`src/rtl/rx_fifo.sv`:
```
// Receive-side FWFT FIFO behind the UART receiver: resynchronises the baud-domain
// frame-complete level, captures one byte per rising edge, and flags dropped bytes.
module rx_fifo #(
    parameter int WIDTH  = 8,
    parameter int ADDR_W = 3
) (
    input  logic              clk,
    input  logic              rst,
    input  logic [WIDTH-1:0]  din,
    input  logic              rx_done,
    input  logic              rd_en,
    input  logic              ovf_clr,
    output logic [WIDTH-1:0]  dout,
    output logic              empty,
    output logic              full,
    output logic [ADDR_W:0]   count,
    output logic              ovf
);

    localparam int DEPTH = 1 << ADDR_W;

    logic              r_s1, r_s2, r_s3;
    logic [ADDR_W-1:0] r_wr_ptr, r_rd_ptr;
    logic [ADDR_W:0]   r_count;
    logic              r_ovf;
    logic [WIDTH-1:0]  r_mem [DEPTH];

    logic w_wr_pulse, w_empty, w_full, w_pop, w_push, w_drop;

    // Sync flops reset high so a level already asserted at reset release is not an edge.
    always_ff @(posedge clk or posedge rst) begin
        if (rst) begin
            r_s1 <= 1'b1;
            r_s2 <= 1'b1;
            r_s3 <= 1'b1;
        end else begin
            r_s1 <= rx_done;
            r_s2 <= r_s1;
            r_s3 <= r_s2;
        end
    end

    always_comb begin
        w_wr_pulse = r_s2 & ~r_s3;
        w_empty    = (r_count == '0);
        w_full     = (r_count == (ADDR_W+1)'(DEPTH));
        w_pop      = rd_en & ~w_empty;
        w_push     = w_wr_pulse & (~w_full | w_pop);
        w_drop     = w_wr_pulse & w_full & ~w_pop;
    end

    always_ff @(posedge clk or posedge rst) begin
        if (rst) begin
            r_wr_ptr <= '0;
            r_rd_ptr <= '0;
            r_count  <= '0;
            r_ovf    <= 1'b0;
        end else begin
            if (w_push) r_wr_ptr <= r_wr_ptr + ADDR_W'(1);
            if (w_pop)  r_rd_ptr <= r_rd_ptr + ADDR_W'(1);
            case ({w_push, w_pop})
                2'b10:   r_count <= r_count + (ADDR_W+1)'(1);
                2'b01:   r_count <= r_count - (ADDR_W+1)'(1);
                default: r_count <= r_count;
            endcase
            // A fresh overflow beats a simultaneous clear.
            if (w_drop)       r_ovf <= 1'b1;
            else if (ovf_clr) r_ovf <= 1'b0;
        end
    end

    // Storage is never reset; the pointers and count alone define what is valid.
    always_ff @(posedge clk) begin
        if (w_push) r_mem[r_wr_ptr] <= din;
    end

    always_comb begin
        dout  = w_empty ? '0 : r_mem[r_rd_ptr];
        empty = w_empty;
        full  = w_full;
        count = r_count;
        ovf   = r_ovf;
    end

endmodule

```
`config.mk`:
```
export PLATFORM = sky130hd
export DESIGN_NAME = rx_fifo
export DESIGN_NICKNAME = d
export VERILOG_FILES = /design/src/rtl/rx_fifo.sv
export SDC_FILE = /design/constraint.sdc
export NUM_CORES = 1
export LEC_CHECK = 0
export CAP_MARGIN = 20
export CORE_ASPECT_RATIO = 1.5
export CORE_UTILIZATION = 35
export DETAILED_ROUTE_END_ITERATION = 10
export GPL_TIMING_DRIVEN = 0
export SYNTH_ARGS = -nofsm -noshare
export SYNTH_HDL_FRONTEND = slang
export SYNTH_SLANG_ARGS = --single-unit
```
`constraint.sdc`:
```
create_clock -name clk -period 3.07 [get_ports clk]
set_input_delay 0.7675 -clock clk [delete_from_list [all_inputs] [get_ports clk]]
set_output_delay 0.7675 -clock clk [all_outputs]
set_load 0.01 [all_outputs]
```
# Yosys cells after proc, flatten, opt, wreduce, memory -nomap -nowiden
# Memory sizes are Yosys's and may differ from the RTL's.
# Cells that the tools add are included.
# totals
ram_bits	64
ff_bits	14
word_cells	34
romBits	0
in_bits	13
latchBits	0
output_inout_bits	15
n_memories	1
# classes
n_mux	6
n_lt_le_gt_ge	0
mul	0
div	0
eq_ne	3
add_sub_neg	4
shift	0
reduce_logical	3
n_bitwise	10
# mem_list
name	depth	word_bits	read_ports	rd_ports_with_merged_regs	wr	line	source
r_mem	8	8	1	0	1	26	logic [WIDTH-1:0] r_mem [DEPTH];
# ops
cell	count
2-to-1 mux 8 bit	1
one-hot mux 4 bit (2 select lines)	1
adder 3 x 1 -> 3 bit, second input constant	2
bitwise AND 1 bit	5
adder 4 x 1 -> 4 bit, second input constant	1
equality test 4 bit, second input constant	1
zero test 4 bit	1
2-to-1 mux 1 bit	4
inverter 1 bit	4
nonzero test 2 bit	2
subtractor 4 x 1 -> 4 bit, second input constant	1
equality test 2 x 1 -> 1 bit, second input constant	1
equality test 2 bit, second input constant	1
bitwise OR 1 bit	1

# Logic depth before layout (Yosys ltp)
# logic_depth
ltp_word	7
mapped_depth	8
depth_no_buf	8

# Worst setup path after synthesis
# No wires, ideal clock.
# synth_path
kind	register to output
startpoint	register r_rd_ptr[0]
endpoint	output dout[6]
n_path_buf	2
t_arrival_ps	1519
required_ps	2303
path_slack_ps	784
stages_incl_launch_ff	6
path_cell_list	dfrtp_1 > buf_2 > buf_4 > mux4_2 > mux2i_1 > nor2_1
# synth_between
elab_chain_len	2
# synth_rtl
item	line	source
start, declared	23	logic [ADDR_W-1:0] r_wr_ptr, r_rd_ptr;
start signal, assigned	60	if (w_pop) r_rd_ptr <= r_rd_ptr + ADDR_W'(1);
memory (8 x 8 bit)	--	
2-to-1 mux 8 bit	78	dout = w_empty ? '0 : r_mem[r_rd_ptr];
end, declared	13	output logic [WIDTH-1:0] dout,
# No other way between the ends.

# Worst setup path after layout
# layout_path
startpoint	register r_rd_ptr[0]
endpoint	output dout[3]
# Same word-level chain as after synthesis.

==> metrics.cfg <==
[yosys]
ys.flop_type = edfxtp_1
ys_seq_elements = 78
syn_avg_cell_area_um2 = 17.59
ys_seq_area_frac = 0.7187
yosys.area.top_type = edfxtp_1
synth_top_area_frac = 0.6069
synth_edf_count = 64
ys_types = 34
syn_inst = 180
ys_warn_count = 0
synthTopCellsByArea = edfxtp_1 (61%), mux4_2 (11%), dfrtp_1 (8.7%)
synthArstFlopShare = 0.1795
yosysMostFrequentCell = edfxtp_1
synth_nets = 196
synth_area_um2 = 3167
synth_common_cells = edfxtp_1 (64), mux4_2 (16), nor2_1 (16), nand2_1 (13), dfrtp_1 (11)

[global_routing]
antenna_found_initial = 0
first_global_vias = 1765
grt_max_degree = 15
overflow = 0
grt.total_usage = 0.1493
grt_first_pass_wirelength_um = 9680

[critical_path]
crit_path_top_delay_cell = mux4_2
worstSetupEndpointType = output pin
arrival_ns = 2.18
path_class = flip-flop to output pin
crit_fanout = 10
r2r_slack_ns = 0.52
worstSetupStartpointType = flip-flop
slowest_delay_ns = 0.50
path_cells = buf_8 > buf_12 > mux4_2 > mux2i_1 > nor2_1 > clkdlybuf4s50_1
cp_data_required_time_ns = 2.30

[sta]
rsz0062_at_grt = no
fin_worst_skew_ns = 0.005185
max_slew_margin = 0.3630
slew_viol_final = 0
setup_viol = 0
period_needed_ns = 2.950
finalHoldViolCount = 0
finalCritPeriodShare = 0.9608
worst_pin_slew_ns = 0.9520
max_freq_mhz = 339.0

[placement]
placed_cells = 317
dp_hpwl_um = 3893
gp_congestion = 0.7725
io_buffer_count = 27

[cells_and_area]
finalNetCount = 236
diodes = 0
stdcell_count = 335
drive_gt1_frac = 0.2089
area_growth_pct = 25.41

[die]
fp.dieH_um = 118.5
fp.dieW_um = 79.67
core-area_um2 = 8828
initial_core_util = 0.3587
placementRows = 42
die_area_um2 = 9440
io_pins = 28

[clocking]
clock_latency_ns = 0.33
cts_made_buffers = 9
clk_pin_slew_worst_paths_ns = 0.06
cts_tree = built
cts_htree_levels = 3
clock_path_buffers = 2
cts_root_buf = clkbuf_16
cts.sinks = 78

[drt]
met3_length_um = 196
drc = 0
met2_length_um = 3295
wl_met1_um = 2477
first_iter_violations = 125
vias_per_cell = 5.170
drtPass1Iterations = 4
ant_nets = 0
top_layer_used = met4
wire_per_inst_um = 18.50
num_vias = 1732
wl_um = 6199

[job]
cap_violations = 0

[min_path]
hold_class = flip-flop to flip-flop

[power_and_ir_drop]
power.density_nw_per_um2 = 920.0
power_mw = 3.654
irDropWorstVdd_v = 0.0004438
power.leakage_nw = 1.429

[status]
status = completed

[metal layers]
metal / vias up / global-route usage
li1: 782 / -
met3: 14 / 0.02780
met2: 44 / 0.2473
met1: 892 / 0.1688
met5: - / 0
met4: 0 / 0.1057
[power by group]
| group | switching [mW] | internal (mW) | total [mW] |
|---|---|---|---|
| Sequential | 0.101 | 1.26 | 1.36 |
| Clock | 0.403 | 0.705 | 1.11 |
| Combinational | 0.537 | 0.648 | 1.19 |
| Total | 1.04 | 2.61 | 3.65 |
[cell families after synthesis]
logic type,share of synthesized area
XOR/XNOR,0.01383
multiplexers,0.1458
AO/OA/AOI/OAI,0.02252
AND/OR/NAND/NOR,0.07192
buffers and inverters,0.01541
flip-flops,0.7187
adder cells (fa/ha/maj),0.01185
[cells in the final DEF, fill, tap and decap left out, types with 2 or more instances in the layout]
cell type and count:
dfrtp_1 11, nand2b_1 3, clkbuf_16 9, clkinv_1 3, buf_4 2, nor3_2 2, a21oi_1 3, dfstp_2 3
inv_1 5, edfxtp_1 64, nand3_1 3, xnor2_1 3, dlymetal6s2s_1 4, clkdlybuf4s50_1 22, nand2_1 13, buf_12 2
mux2i_1 9, o21ai_0 2, bufinv_16 2, nor2_1 15, mux4_2 16, xor2_1 2, or4_1 2, ha_1 3
[registers in the layout, summed over array words and instances (netlist names)]
name      flops
r_mem        64
count         4
r_rd_ptr      3
r_wr_ptr      3
ovf           1
r_s1          1
r_s2          1
r_s3          1
[repair_timing]
action	in CTS	in global routing
pin swaps	0	0
gates resized for setup	10	6
setup endpoints to repair	9	13
buffers inserted	2	0
hold buffers	0	0
[critical path, delay by kind of cell (launching register included)]
family                 cells  cell delay (ns)
buffers and inverters      3             0.75
multiplexers               2             0.64
flip-flops                 1             0.39
AND/OR/NAND/NOR            1             0.06
[area by class of cell]
class                      instances  area (um^2)
clock buffer                       9        225.2
sequential                        78         2276
clock inverter                     7        87.58
inverter                           5        18.77
timing repair buffer              29        306.5
buffer                             6        58.81
fill                             787         4857
tap                              110        137.6
multi-input combinational         91        860.8
[path summary, 6_finish.rpt]
| kind | startpoint | endpoint | depth (start not counted) |
|---|---|---|---|
| worst max register to register | count[0] | r_mem[3][0] | 5 |
| min in group asynchronous | rst | ovf | 2 |
| max in group asynchronous | rst | r_rd_ptr[2] | 2 |
| worst min register to register | r_s1 | r_s2 | 0 |
| worst max-delay path | r_rd_ptr[0] | dout[3] | 6 |
| worst min-delay path | r_s1 | r_s2 | 0 |
[through the flow]
step / setup slack, ns / instance area, um^2 / hold WS, ns / setup TNS [ns] / util
2_1_floorplan: 0.7837 / 3167 / 0.3452 / 0 / -
3_3_place_gp: -0.5362 / 3575 / 0.3463 / -13.07 / 0.4049
3_5_place_dp: -0.1916 / 3585 / 0.3481 / -8.380 / 0.4060
4_1_cts: 0.04933 / 3956 / 0.3567 / 0 / 0.4481
5_1_grt: 0.007146 / 3971 / 0.3644 / 0 / 0.4498
6_report: 0.1202 / 3971 / 0.3568 / 0 / 0.4498
Power figures use the tool's default switching activity.
